[src/rtl/sdrc_req_arb_pkg.sv]
// Shared definitions for the SDRAM request arbiter: request-ID width,
// FSM state encodings and the default starvation limit.
package sdrc_req_arb_pkg;

  localparam int unsigned SDR_REQ_ID_W    = 4;
  localparam int unsigned SDRC_STARVE_MAX = 4;

  typedef enum logic {
    ARB_IDLE  = 1'b0,
    ARB_ISSUE = 1'b1
  } arb_state_e;

endpackage

[src/rtl/sdrc_rr_pick.sv]
// Round-robin picker: first set request strictly after ptr_i (mod NPORT),
// found by rotating a doubled request vector and priority-encoding it.
module sdrc_rr_pick #(
  parameter int unsigned NPORT = 4,
  parameter int unsigned PW    = 2
) (
  input  logic [NPORT-1:0] req_i,
  input  logic [PW-1:0]    ptr_i,
  output logic [PW-1:0]    idx_o,
  output logic             valid_o
);

  localparam int unsigned SW = PW + 1;

  logic [SW-1:0]    start;
  logic [SW-1:0]    sum;
  logic [NPORT-1:0] rot;

  always_comb begin
    start = SW'(ptr_i) + SW'(1);
    if (start >= SW'(NPORT)) start = '0;
    rot     = NPORT'({req_i, req_i} >> start);
    idx_o   = '0;
    valid_o = 1'b0;
    sum     = '0;
    // Walk downwards so the lowest rotated position wins.
    for (int i = NPORT - 1; i >= 0; i--) begin
      if (rot[i]) begin
        sum = start + SW'(i);
        if (sum >= SW'(NPORT)) sum = sum - SW'(NPORT);
        idx_o   = PW'(sum);
        valid_o = 1'b1;
      end
    end
  end

endmodule

[src/rtl/sdrc_req_arb.sv]
// Multi-port round-robin request arbiter in front of sdrc_req_gen.
// Define SDRC_ARB_PRIO_EN for strict port-0 priority with starvation guard.
module sdrc_req_arb
  import sdrc_req_arb_pkg::*;
#(
  parameter int unsigned NPORT  = 4,
  parameter int unsigned APP_AW = 30,
  parameter int unsigned APP_RW = 9,
  parameter int unsigned PW     = 2
`ifdef SDRC_ARB_PRIO_EN
  , parameter int unsigned STARVE_MAX = SDRC_STARVE_MAX
`endif
) (
  input  logic                         clk,
  input  logic                         reset_n,
  input  logic [NPORT-1:0]             p_req,
  input  logic [NPORT*(APP_AW+1)-1:0]  p_addr,
  input  logic [NPORT*(APP_AW-1)-1:0]  p_addr_mask,
  input  logic [NPORT*APP_RW-1:0]      p_len,
  input  logic [NPORT-1:0]             p_wr_n,
  input  logic [NPORT-1:0]             p_wrap,
  output logic [NPORT-1:0]             p_ack,
  output logic                         req,
  output logic [SDR_REQ_ID_W-1:0]      req_id,
  output logic [APP_AW:0]              req_addr,
  output logic [APP_AW-2:0]            req_addr_mask,
  output logic [APP_RW-1:0]            req_len,
  output logic                         req_wr_n,
  output logic                         req_wrap,
  input  logic                         req_ack,
  output logic                         arb_idle
);

  localparam int unsigned AW = APP_AW + 1;
  localparam int unsigned MW = APP_AW - 1;

  arb_state_e       state_q;
  logic [PW-1:0]    grant_q, grant_d;
  logic [PW-1:0]    rr_ptr_q;
  logic [PW-1:0]    rr_idx;
  logic             rr_vld;
  logic [AW-1:0]    addr_d;
  logic [MW-1:0]    mask_d;
  logic [APP_RW-1:0] len_d;
  logic             wr_n_d, wrap_d;

  sdrc_rr_pick #(.NPORT(NPORT), .PW(PW)) u_pick_all (
    .req_i   (p_req),
    .ptr_i   (rr_ptr_q),
    .idx_o   (rr_idx),
    .valid_o (rr_vld)
  );

`ifdef SDRC_ARB_PRIO_EN
  localparam int unsigned SW = $clog2(STARVE_MAX + 1);

  logic [SW-1:0]    starve_q, starve_d;
  logic [NPORT-1:0] req_oth;
  logic [PW-1:0]    oth_idx;
  logic             oth_vld;

  assign req_oth = p_req & ~NPORT'(1);

  // Same picker with port 0 masked, used once port 0 has hogged the path.
  sdrc_rr_pick #(.NPORT(NPORT), .PW(PW)) u_pick_oth (
    .req_i   (req_oth),
    .ptr_i   (rr_ptr_q),
    .idx_o   (oth_idx),
    .valid_o (oth_vld)
  );
`endif

  // Winner selection and field mux for the next grant.
  always_comb begin
    grant_d = rr_idx;
`ifdef SDRC_ARB_PRIO_EN
    starve_d = starve_q;
    if (starve_q == SW'(STARVE_MAX) && oth_vld) begin
      grant_d  = oth_idx;
      starve_d = '0;
    end else if (p_req[0]) begin
      grant_d = '0;
      if (|p_req[NPORT-1:1]) starve_d = starve_q + SW'(1);
    end else begin
      starve_d = '0;
    end
`endif
    addr_d = '0;
    mask_d = '0;
    len_d  = '0;
    wr_n_d = 1'b0;
    wrap_d = 1'b0;
    for (int i = 0; i < NPORT; i++) begin
      if (PW'(i) == grant_d) begin
        addr_d = p_addr[i*AW +: AW];
        mask_d = p_addr_mask[i*MW +: MW];
        len_d  = p_len[i*APP_RW +: APP_RW];
        wr_n_d = p_wr_n[i];
        wrap_d = p_wrap[i];
      end
    end
  end

  always_ff @(posedge clk) begin
    if (!reset_n) begin
      state_q       <= ARB_IDLE;
      req           <= 1'b0;
      grant_q       <= '0;
      rr_ptr_q      <= PW'(NPORT - 1);
      req_addr      <= '0;
      req_addr_mask <= '0;
      req_len       <= '0;
      req_wr_n      <= 1'b0;
      req_wrap      <= 1'b0;
`ifdef SDRC_ARB_PRIO_EN
      starve_q      <= '0;
`endif
    end else begin
      case (state_q)
        ARB_IDLE: begin
          if (rr_vld) begin
            state_q       <= ARB_ISSUE;
            req           <= 1'b1;
            grant_q       <= grant_d;
            req_addr      <= addr_d;
            req_addr_mask <= mask_d;
            req_len       <= len_d;
            req_wr_n      <= wr_n_d;
            req_wrap      <= wrap_d;
`ifdef SDRC_ARB_PRIO_EN
            starve_q      <= starve_d;
`endif
          end
        end
        ARB_ISSUE: begin
          if (req_ack) begin
            state_q  <= ARB_IDLE;
            req      <= 1'b0;
            rr_ptr_q <= grant_q;
          end
        end
        default: state_q <= ARB_IDLE;
      endcase
    end
  end

  // A request cut off by reset must never be acknowledged to its port.
  assign p_ack    = (state_q == ARB_ISSUE && req_ack && reset_n) ? (NPORT'(1) << grant_q) : '0;
  assign req_id   = SDR_REQ_ID_W'(grant_q);
  assign arb_idle = (state_q == ARB_IDLE) && !(|p_req);

endmodule

[config.mk]
export PLATFORM = sky130hd
export DESIGN_NAME = sdrc_req_arb
export DESIGN_NICKNAME = d
export VERILOG_FILES = /design/src/rtl/sdrc_req_arb_pkg.sv /design/src/rtl/sdrc_rr_pick.sv /design/src/rtl/sdrc_req_arb.sv
export SDC_FILE = /design/constraint.sdc
export NUM_CORES = 1
export LEC_CHECK = 0
export CAP_MARGIN = 20
export CORE_AREA = 2 2 145 147
export DETAILED_ROUTE_END_ITERATION = 10
export DIE_AREA = 0 0 147 149
export GPL_ROUTABILITY_DRIVEN = 0
export GPL_TIMING_DRIVEN = 0
export PLACE_DENSITY = 0.63
export SLEW_MARGIN = 5
export SYNTH_ARGS = -nofsm -noshare
export SYNTH_HDL_FRONTEND = slang
export SYNTH_SLANG_ARGS = --single-unit
export TNS_END_PERCENT = 50
[constraint.sdc]
create_clock -name clk -period 5.5 [get_ports clk]
set_input_delay 1.1 -clock clk [delete_from_list [all_inputs] [get_ports clk]]
set_output_delay 1.1 -clock clk [all_outputs]
set_load 0.05 [all_outputs]
# Word-level counts from Yosys, hierarchy flattened
# Index checks and enable logic that the tools add are counted.
dict set report word_totals {
  register_bits 77
  inputBits 291
  output_inout_bits 81
  elab_cells 79
}
dict set report op_classes {
  addsub 8
  n_lt_le_gt_ge 5
  eq_ne 5
  shift 2
  mux 40
  bitwise_logic 1
  reduce_logical 9
}
# op count
set op_table {}
lappend op_table {{$mux W31} 4}
lappend op_table {{$mux W29} 4}
lappend op_table {{$mux W9} 4}
lappend op_table {{$mux W1} 16}
lappend op_table {{$mux W2} 8}
lappend op_table {{$ge A3 B3 Y1 const B} 5}
lappend op_table {{$shr A8 B3 Y4} 1}
lappend op_table {{$sub A2 B1 Y2 const B} 4}
lappend op_table {{$add A3 B2 Y3 const B} 2}
lappend op_table {{$reduce_and A2 Y1} 3}
lappend op_table {{$eq A2 B2 Y1 const A} 2}
lappend op_table {{$mux W4} 1}
lappend op_table {{$ne A2 B2 Y1 const B} 2}
lappend op_table {{$pmux W1 S2} 2}
lappend op_table {{$reduce_or A4 Y1} 1}
lappend op_table {{$shl A1 B2 Y4 const A} 1}
lappend op_table {{$add A2 B1 Y3 const B} 1}
lappend op_table {{$add A3 B1 Y3 const B} 1}
lappend op_table {{$logic_and A1 B1 Y1} 3}
lappend op_table {{$mux W3} 1}
lappend op_table {{$eq A1 B2 Y1 const A} 1}
lappend op_table {{$logic_not A2 Y1} 1}
lappend op_table {{$logic_not A1 Y1} 1}
lappend op_table {{$not A1 Y1} 1}

# Logic depth before layout (Yosys ltp)
dict set report logic_depth {
  ltp_word 15
  mapped_depth 9
  mapped_depth_nobuf 6
}

# Cells and area by module
# From an unflattened synthesis, not the netlist that was laid out.
dict set report hier_totals {
  cells_unflattened 452
  area_unflattened_um2 4683.2
}
# mod instances cells_per_inst area_per_inst_um2 seq_area_each_um2
set by_module_without_submodules {}
lappend by_module_without_submodules {sdrc_req_arb 1 432 4528.1 1541.5}
lappend by_module_without_submodules {sdrc_rr_pick 1 20 155.1 0.0}

# Worst setup path after synthesis
# Ideal clock, no wire load.
dict set report synth_path {
  path_type {input to output}
  startpoint {in reset_n}
  endpoint {out p_ack[0]}
  arrival_time_ns 2.237
  t_required_ns 4.400
  path_slack_ns 2.163
  cell_stages 2
  path_buffers 0
  path_cell_list {nand3_1 nor3_1}
}
dict set report synth_via {
  elab_chain_cells 2
}
# element line
set synth_lines {}
lappend synth_lines {{from (decl)} sdrc_req_arb.sv:15} ;# input logic reset_n,
lappend synth_lines {{$logic_and A1 B1 Y1} sdrc_req_arb.sv:148} ;# assign p_ack = (state_q == ARB_ISSUE && req_ack && reset_n) ? (NPORT'(1) << grant_q) : '0;
lappend synth_lines {{$mux W4} sdrc_req_arb.sv:148}
lappend synth_lines {{to (decl)} sdrc_req_arb.sv:22} ;# output logic [NPORT-1:0] p_ack,
# No other way between the ends.

# Worst setup path in the final report
dict set report layout_path {
  startpoint {in p_req[2]}
  endpoint {out arb_idle}
}
dict set report layout_via {
  elab_chain_cells 3
}
# element line
set layout_lines {}
lappend layout_lines {{from (decl)} sdrc_req_arb.sv:16} ;# input logic [NPORT-1:0] p_req,
lappend layout_lines {{$reduce_or A4 Y1} sdrc_req_arb.sv:150} ;# assign arb_idle = (state_q == ARB_IDLE) && !(|p_req);
lappend layout_lines {{$logic_not A1 Y1} sdrc_req_arb.sv:150}
lappend layout_lines {{$logic_and A1 B1 Y1} sdrc_req_arb.sv:150}
lappend layout_lines {{to (decl)} sdrc_req_arb.sv:31} ;# output logic arb_idle
# No other way between the ends.

==> summary.txt <==
M2 GR Usage - 38.57%
Largest net degree at the start of global routing - 14
Height of the chip - 149 um
Max Cap Viol - 0
Area growth syn-to-layout - 87.56%
Number of global-route vias before repair - 6420
Worst min-delay path class - register to register
Die area - 0.02190 mm2
Final nets - 1292
Core area - 0.02056 mm2
Clock root buffer - clkbuf_16
Routing usage on met3 - 6.942%
RSZ-0062 raised after global routing - no
Setup TNS - 0 ns
Syn Inst Count - 619
Final-report hold violation count - 0
Vias per std cell - 5.100
Crit Path Class - input pin to primary output
Clock Sinks - 77
PostCTS Resize Cnt - 0
Most used DFF post-synth - dfxtp_1
Initial Util - 23.97%
Final period utilization - 77.16%
Later-pin clock latency in the skew report - 0.35 ns
Met1 usage in global routing - 28.05%
VDD IR max - 143.7 uV
Most used cell along the critical path - clkdlybuf4s50_1
CP Cell Sequence - clkdlybuf4s50_1 > nor4_1 > nor2b_1 > clkdlybuf4s50_1
#FFs+latches synth - 77
CTS tree - built
# hold bufs at CTS - 0
Worst-path maximum fanout - 4
Post-synth EDFFs - 0
I/O pin count - 372
Clock buffer depth - 2
Placed cells - 1264
Non-Filler Instances - 1282
Post-Syn Area per Cell - 7.960 um2
Clock buffer count from CTS - 9
Slew HR - 33.92%
I/O Buffers - 369
Via count - 6538
WP data required - 4.40 ns
F_max - 0.2356 GHz
CP max stage delay - 0.83 ns
Async SR Flop Fraction - 0%
Initial DRC count - 260
DRC - 0
Status - finished clean
DIE WIDTH - 147 um
Gr usage total - 22.88%
Post-synthesis sequential area ratio - 31.28%
H-tree depth - 3
Worst slack at placement - 1.246 ns
Final setup violating endpoints - 0
Worst Slack Setup Final - 1.256 ns
Power Dens Cells - 260.6 mW/mm2
Initial antenna violation count - 2
CP Data Arrival Time - 3.14 ns
FILL cells - 2147
Slowest CP cell - clkdlybuf4s50_1
Synth Cell Area - 0.004927 mm2
Unique cell type count in the Yosys netlist - 35
# rows - 53
Max-slew violations - 0
LEAKAGE - 3.324 nW
DP HPWL - 20340 um
Routed wire length - 26020 um
Share of post-route cells with drive strength above 1 - 12.64%
Drt pass-1 iters - 4
Critical Path Sink Type - primary output
ANT nets after route - 0
GR Overflow Total - 0
First-pass GRT wire length - 38240 um
Tmin final - 4.244 ns
Clock skew - 0.007731 ns
Wire length per cell - 20.29 um
Final hold slack - 0.4511 ns
Global routing's busiest layer - met2
Total power draw - 0.002408 W
Postcts setup bufs - 0
Worst slew pin tran - 0.9912 ns
CTS clk-pin slew, worst paths - 0.06 ns
Syn. warnings - 0
Worst setup SP type - input pin
[cells by family (layout without fill, tap and decap cells)]
| family | after synthesis | in the layout | synth area share [%] |
|---|---|---|---|
| simple gates | 105 | 105 | 8.786 |
| buf+inv | 79 | 464 | 7.390 |
| fa+ha+maj | 1 | 1 | 0.2539 |
| mux | 8 | 8 | 1.625 |
| other cells | 1 | 4 | 0.07611 |
| compound gates | 348 | 348 | 50.58 |
| flops | 77 | 77 | 31.28 |
[worst max-delay path, delay by kind of cell]
kind | cells | cell delay [ns]
buffers and inverters | 2 | 1.36
and+or+nand+nor | 2 | 0.68
[per-stage QoR]
step,utilization (%),instance area [um2]
floorplan,-,4931
CTS,44.93,9236
global placement,43.63,8969
detailed placement,43.63,8969
finish,44.95,9241
global route,44.93,9236
[layer usage]
layer  part of all wire (%)  routed length (um)
met5                      0                   0
met4                    2.5                 641
met3                    8.2                2125
met2                     48               12440
met1                     42               10810
[registers in the layout, indices dropped and copies added (netlist names)]
register and cells:
req 1, req_wrap 1, req_len 9, state_q 1
req_addr_mask 29, grant_q 2, rr_ptr_q 2, req_addr 31
req_wr_n 1
[cells in the mapped netlist (all sizes together), types with 2 or more instances]
cell type  instances  area share (%)
buf               39             4.3
o221ai             4            0.71
a21boi            69              11
a31oi             68             8.9
and2               3            0.38
o31ai             67              10
nor4               2            0.25
dfxtp             77              31
a31o              67              12
nand3              7            0.71
a21oi             67             6.8
nand2             80             6.1
nor2               6            0.46
nor3               2            0.20
inv                2            0.15
clkbuf            38             2.9
mux2i              8             1.6
[final cells by class]
type                       instances  area, um2  area share, %
timing repair buffer             369       3694          39.97
multi-input combinational        464       3025          32.74
sequential                        77       1541          16.68
clock inverter                     7      42.54         0.4603
antenna                            2      5.005        0.05416
inverter                           2      7.507        0.08123
buffer                            77      356.6          3.859
tap                              275      344.1          3.723
clock buffer                       9      225.2          2.437
[layout by cell type, fill, tap and decap left out, drive strengths merged]
master         netlist  routed
clkinvlp             0       3
nor3                 2       2
nand3                7       7
mux2i                8       8
a21oi               67      67
ha                   1       1
nand4                1       1
nor2                 6       6
o21ai                1       1
a31o                67      67
clkinv               0       4
a21boi              69      69
clkdlybuf4s50        0     369
o211ai               1       1
conb                 1       2
and2                 3       3
o32a                 1       1
a31oi               68      68
inv                  2       2
o31ai               67      67
o31a                 1       1
or3                  1       1
dfxtp               77      77
o221ai               4       4
o32ai                1       1
nor2b                1       1
nand2b               1       1
nand2               80      80
buf                 39      39
diode                0       2
nor4                 2       2
clkbuf              38      47
o311ai               1       1
or2                  1       1
[final timing paths]
| kind | startpoint | endpoint | slack, ns | cells after the start |
|---|---|---|---|---|
| worst max-delay path | p_req[2] | arb_idle | 1.26 | 4 |
| worst min-delay path | req_len[7] | req_len[7] | 0.45 | 2 |
| worst max register to register | rr_ptr_q[0] | req_addr[16] | 2.39 | 8 |
| worst min register to register | req_len[7] | req_len[7] | 0.45 | 2 |
[report_power, final]
group	leakage, nW	switching [W]	internal (W)	total (W)
clock	0.127	0.000275	0.000303	0.000578
combinational	2.56	0.000650	0.000510	0.00116
sequential	0.637	0.0000401	0.000630	0.000671
total	3.32	0.000965	0.00144	0.00241
No activity file was read; power rests on OpenSTA's default activity.
